**src/rtl/store_direct.sv**
```systemverilog
// ---------------------------------------------------------------------------
// store_direct
//
// Executes a single "store register to memory" operation. A request carries
// a destination address (Ro) and a source value (Rs). Both are captured on
// accept, then presented to the memory with a write strobe until the memory
// acknowledges or a wait budget runs out. Requests that target an address
// above MEM_TOP are rejected without ever touching the memory.
//
// Parameters
//   AW       address width
//   DW       data width
//   MEM_TOP  highest legal store address
//   TIMEOUT  maximum number of extra WRITE cycles without mem_ack (1..255)
//
// Ports
//   clk        clock, all state updates on the rising edge
//   rst_n      asynchronous active-low reset
//   st_valid   store request valid
//   st_ready   block idle and able to accept a request
//   Ro         destination address of the store
//   Rs         value to be stored
//   mem_addr   memory write address (0 when mem_we is low)
//   mem_wdata  memory write data    (0 when mem_we is low)
//   mem_we     memory write strobe
//   mem_ack    memory write acknowledge (only looked at in WRITE)
//   done       one-cycle pulse, store completed
//   err        one-cycle pulse, store rejected or timed out
//   busy       high whenever the block is not idle
// ---------------------------------------------------------------------------
module store_direct #(
  parameter int            AW      = 20,
  parameter int            DW      = 20,
  parameter logic [AW-1:0] MEM_TOP = AW'(20'hFFFFF),
  parameter int            TIMEOUT = 15
) (
  input  logic          clk,
  input  logic          rst_n,
  input  logic          st_valid,
  output logic          st_ready,
  input  logic [AW-1:0] Ro,
  input  logic [DW-1:0] Rs,
  output logic [AW-1:0] mem_addr,
  output logic [DW-1:0] mem_wdata,
  output logic          mem_we,
  input  logic          mem_ack,
  output logic          done,
  output logic          err,
  output logic          busy
);

  // -------------------------------------------------------------------------
  // State encoding
  // -------------------------------------------------------------------------
  localparam logic [1:0] ST_IDLE  = 2'd0;
  localparam logic [1:0] ST_WRITE = 2'd1;
  localparam logic [1:0] ST_DONE  = 2'd2;
  localparam logic [1:0] ST_ERR   = 2'd3;

  // Wait counter is 8 bits wide so it covers the whole legal TIMEOUT range.
  localparam int         CW        = 8;
  localparam logic [CW-1:0] CNT_LIMIT = CW'(TIMEOUT);

  // -------------------------------------------------------------------------
  // State registers
  // -------------------------------------------------------------------------
  logic [1:0]    state_q, state_d;
  logic [CW-1:0] cnt_q,   cnt_d;
  logic [AW-1:0] addr_q,  addr_d;
  logic [DW-1:0] data_q,  data_d;

  logic accept;
  logic addr_legal;

  assign accept     = st_valid && (state_q == ST_IDLE);
  // Range check is done on the incoming address in the accept cycle; that is
  // exactly the value being latched, so it is equivalent to checking the
  // latched copy one cycle later but saves a cycle of latency.
  assign addr_legal = (Ro <= MEM_TOP);

  // -------------------------------------------------------------------------
  // Next-state logic
  // -------------------------------------------------------------------------
  always_comb begin
    // NOTE: every signal gets a default before any branch so no path leaves
    // it unassigned; otherwise synthesis would infer a latch to hold it.
    state_d = state_q;
    cnt_d   = cnt_q;
    addr_d  = addr_q;
    data_d  = data_q;

    case (state_q)
      ST_IDLE: begin
        if (accept) begin
          addr_d = Ro;
          data_d = Rs;
          cnt_d  = '0;
          state_d = addr_legal ? ST_WRITE : ST_ERR;
        end
      end

      ST_WRITE: begin
        // Ack is checked first so an ack arriving on the last allowed cycle
        // still completes the store instead of timing out.
        if (mem_ack) begin
          state_d = ST_DONE;
        end else if (cnt_q == CNT_LIMIT) begin
          state_d = ST_ERR;
        end else begin
          cnt_d = cnt_q + 1'b1;
        end
      end

      ST_DONE: state_d = ST_IDLE;
      ST_ERR:  state_d = ST_IDLE;
      default: state_d = ST_IDLE;
    endcase
  end

  // -------------------------------------------------------------------------
  // Sequential update
  // -------------------------------------------------------------------------
  // NOTE: the latched address/data are reset along with the control state so
  // nothing stale can reach the memory port after a reset.
  always_ff @(posedge clk or negedge rst_n) begin
    if (!rst_n) begin
      // NOTE: sequential state uses non-blocking assignments so every
      // register samples its input from before the clock edge.
      state_q <= ST_IDLE;
      cnt_q   <= '0;
      addr_q  <= '0;
      data_q  <= '0;
    end else begin
      state_q <= state_d;
      cnt_q   <= cnt_d;
      addr_q  <= addr_d;
      data_q  <= data_d;
    end
  end

  // -------------------------------------------------------------------------
  // Outputs
  // -------------------------------------------------------------------------
  // All outputs decode the registered state only, so an asynchronous reset
  // drives them to their idle values immediately, and done/err are mutually
  // exclusive by construction.
  always_comb begin
    st_ready  = (state_q == ST_IDLE);
    busy      = (state_q != ST_IDLE);
    mem_we    = (state_q == ST_WRITE);
    done      = (state_q == ST_DONE);
    err       = (state_q == ST_ERR);
    // Address and data buses are gated to zero outside the write strobe.
    mem_addr  = mem_we ? addr_q : '0;
    mem_wdata = mem_we ? data_q : '0;
  end

endmodule

```
**config.mk**
```make
export PLATFORM = sky130hd
export DESIGN_NAME = store_direct
export DESIGN_NICKNAME = d
export VERILOG_FILES = /design/src/rtl/store_direct.sv
export SDC_FILE = /design/constraint.sdc
export NUM_CORES = 1
export LEC_CHECK = 0
export CAP_MARGIN = 25
export CORE_UTILIZATION = 39
export CTS_CLUSTER_SIZE = 8
export DETAILED_ROUTE_END_ITERATION = 6
export GPL_TIMING_DRIVEN = 0
export PLACE_DENSITY = 0.71
export SETUP_SLACK_MARGIN = 0.15
export SYNTH_ARGS = -nofsm -noshare
export SYNTH_HDL_FRONTEND = slang
export SYNTH_SLANG_ARGS = --single-unit
```
**constraint.sdc**
```tcl
create_clock -name clk -period 1.29 [get_ports clk]
set_input_delay 0.129 -clock clk [delete_from_list [all_inputs] [get_ports clk]]
set_output_delay 0.129 -clock clk [all_outputs]
set_load 0.03 [all_outputs]
```
==> metrics.csv <==
stage;metric;value;unit
clocking;cts_tree;built;
clocking;path_clk_slew;0.09;ns
critical_path;r2r_start;state_q[1];
critical_path;worstPathArrival;1.82;ns
placed_design;place_ws;-0.977;ns
timing;hold_viol_final;0;
routing;met1_length;2770;um
critical_path;cp-end-kind;flop;
yosys;synthMuxAreaShare;2.16;%
yosys;synth_top_family_by_area;simple AND/OR/NAND/NOR gates;
placed_design;port_buffers;88;
routing;wl_per_cell;14.1;um
clocking;cts_root_buffer;clkbuf_8;
cells_and_area;final_cells;464;
yosys;syn_inst;268;
cells_and_area;mostFrequentLayoutCells;126 x nand2_1, 48 x dfrtp_1, 46 x buf_6;
timing;tightest_slew;0.365;ns
placed_design;dp_cells;429;
pwr;vdd_drop_max;935;uV
flow_run;drv_cap;0;
routing;dr_wl_met2;3210;um
yosys;synth.distinct_cells;28;
timing;fin_skew;0.0100;ns
routing;drc;0;
grt;antenna_found_initial;0;
floorplanning;rows;27;
status;outcome;finished, violations left;
clocking;clock_sinks;50;
yosys;ys_seq_area_share;54.0;%
critical_path;startpoint;state_q[1];
clocking;htreeDepth;2;
routing;firstDrtPassIters;5;
floorplanning;ios;89;
grt;grt_max_degree;37;
cells_and_area;antenna_cells;0;
routing;vias;2210;
yosys;synthAdderAreaFrac;0.540;%
routing;finalWirelength;6560;um
placed_design;routabilityCongestion;0.878;
yosys;synth_warnings;0;
critical_path;worst_path_largest_cell_delay;0.45;ns
critical_path;slowest_stage;dfrtp_2;
timing;rsz0062_at_grt;yes;
yosys;synth_xor_area_share;0;%
cells_and_area;finalNetCount;436;
routing;drt_iter0_drc;156;
grt;track_usage;21.6;%
yosys;syn_area;0.00232;sq mm
critical_path;critPathKind;flop to flop;
grt;grt_pass1_vias;2181;
yosys;syn_nets;313;
placed_design;placed_area;0.00338;sq mm
clocking;clock_path_buffers;2;
cells_and_area;drive_above_1_share;39.3;%
floorplanning;initial_core_util;41.3;%
yosys;syn_avg_cell_area;8.65;sq um
floorplanning;die_h;79.1;um
routing;wl_met3;445;um
grt;grt_first_pass_wirelength;10300;um
timing;fmax;0.614;GHz
status;violations;setup timing;
yosys;synth-edff-count;0;
critical_path;worst_setup_path_start_kind;flop;
floorplanning;core;0.00561;sq mm
routing;viasPerCell;4.76;
timing;period_needed;1.63;ns
cells_and_area;fin_area;0.00412;sq mm
timing;worst_slack;-0.340;ns
timing;period_share;126;%
timing;maxSlewViolCount;0;
yosys;synthSimpleGateAreaFrac;37.8;%
critical_path;worst-path-max-fanout;5;
yosys;synth_top_flop_cell;dfrtp_1;
grt;grt-ovfl-total;0;
floorplanning;die_width;79.1;um
min_path;hold_class;input port to async pin;
pwr;powerDensity;1900;mW/mm^2
critical_path;crit_required;1.48;ns
pwr;leakagePower;0.00207;uW
yosys;synth_compound_area_share;2.64;%
timing;timing.hold.ws;0.269;ns
placed_design;hpwlAfterDp;3790;um
routing;routed.top_layer;met4;
yosys;async_flop_share;100;%
cells_and_area;fin_util;73.5;%
cells_and_area;syn2layout_area_growth;77.8;%
critical_path;crit_chain;buf_4 > or3b_4 > buf_12 > buf_16 > buf_8 > nand2_1 > nand2_1;
cells_and_area;final_common_cell;nand2_1;
routing;antenna_left;0;
clocking;clkLatencyLatePin;0.30;ns
yosys;synth_seq_cells;50;
timing;slew_headroom;75.6;%
timing;setup_violations;95;
critical_path;crit_top_cell;nand2_1;
clocking;numCtsBuffers;5;
floorplanning;die_area;0.00626;sq mm
-- cells in the mapped netlist (2+ instances only) --
library cell	instances	share of area, %
nand2_1	128	21
dfrtp_1	50	54
and2_1	42	11
clkbuf_1	8	1.3
nor2b_1	2	0.54
nand3_1	2	0.43
inv_1	3	0.49
o21ai_0	2	0.43
buf_2	5	1.1
nor3_2	2	0.86
a21oi_1	3	0.65
mux2i_1	5	2.2
-- report_power, final --
part / total (uW) / internal (uW) / switching [uW]
clock: 1080 / 571 / 504
combinational: 4280 / 2280 / 2000
sequential: 2470 / 2130 / 341
-- final cells by class --
cell class | instances | area [sq um]
inverters | 3 | 11.3
flip-flops and latches | 50 | 1250
fillers | 432 | 1490
clock inverters | 3 | 40.0
well taps | 72 | 90.1
repair buffers | 116 | 1320
multi-input cells | 202 | 1170
plain buffers | 13 | 169
clock buffers | 5 | 68.8
-- registers in the layout, summed over array words and instances, names as in the netlist --
| signal | flops |
|---|---|
| addr_q | 20 |
| cnt_q | 8 |
| data_q | 20 |
| state_q | 2 |
-- worst paths after layout --
kind | end | slack, ns | depth (start not counted)
max | addr_q[14] | -0.34 | 7
min | data_q[14] | 0.27 | 2
max reg2reg | addr_q[14] | -0.34 | 7
min reg2reg | data_q[6] | 0.48 | 2
max in group asynchronous | data_q[6] | 0.50 | 3
min in group clk | data_q[13] | 0.34 | 3
-- routing by layer --
layer / vias up / global-route usage, %
li1: 1080 / -
met1: 1028 / 27.6
met2: 90 / 35.1
met3: 12 / 5.86
met4: 0 / 7.82
met5: - / 0
-- metrics by stage --
| step | setup TNS, ns | power [uW] |
|---|---|---|
| 2_1_floorplan | -1.70 | 4250 |
| 3_3_place_gp | -127.91 | 5360 |
| 3_5_place_dp | -56.75 | 5420 |
| 4_1_cts | -23.92 | 7610 |
| 5_1_grt | -29.77 | 8310 |
| 6_report | -25.74 | 7830 |
-- logic make-up (layout without fill, tap and decap cells) --
kind of cell             after synthesis  count (layout)
multiplexers                           5               5
buffers and inverters                 16             140
flip-flops                            50              50
AO/OA/AOI/OAI                          9               9
adder cells (fa/ha/maj)                1               1
AND/OR/NAND/NOR                      187             187
-- timing repair --
| action | CTS | global route |
|---|---|---|
| gates resized for setup | 388 | 24 |
| hold buffers | 1 | 0 |
| endpoints found under the setup margin | 95 | 95 |
| pin swaps | 4 | 36 |
| hold endpoints to repair | 14 | 0 |
| buffers inserted | 15 | 3 |
| gates cloned | 7 | 1 |
-- critical path, delay by kind of cell (launching register included) --
family                 cells  cell delay, ns
buffers and inverters      4            0.54
AND/OR/NAND/NOR            3            0.53
flip-flops                 1            0.45
(Power assumes the default switching activity.)
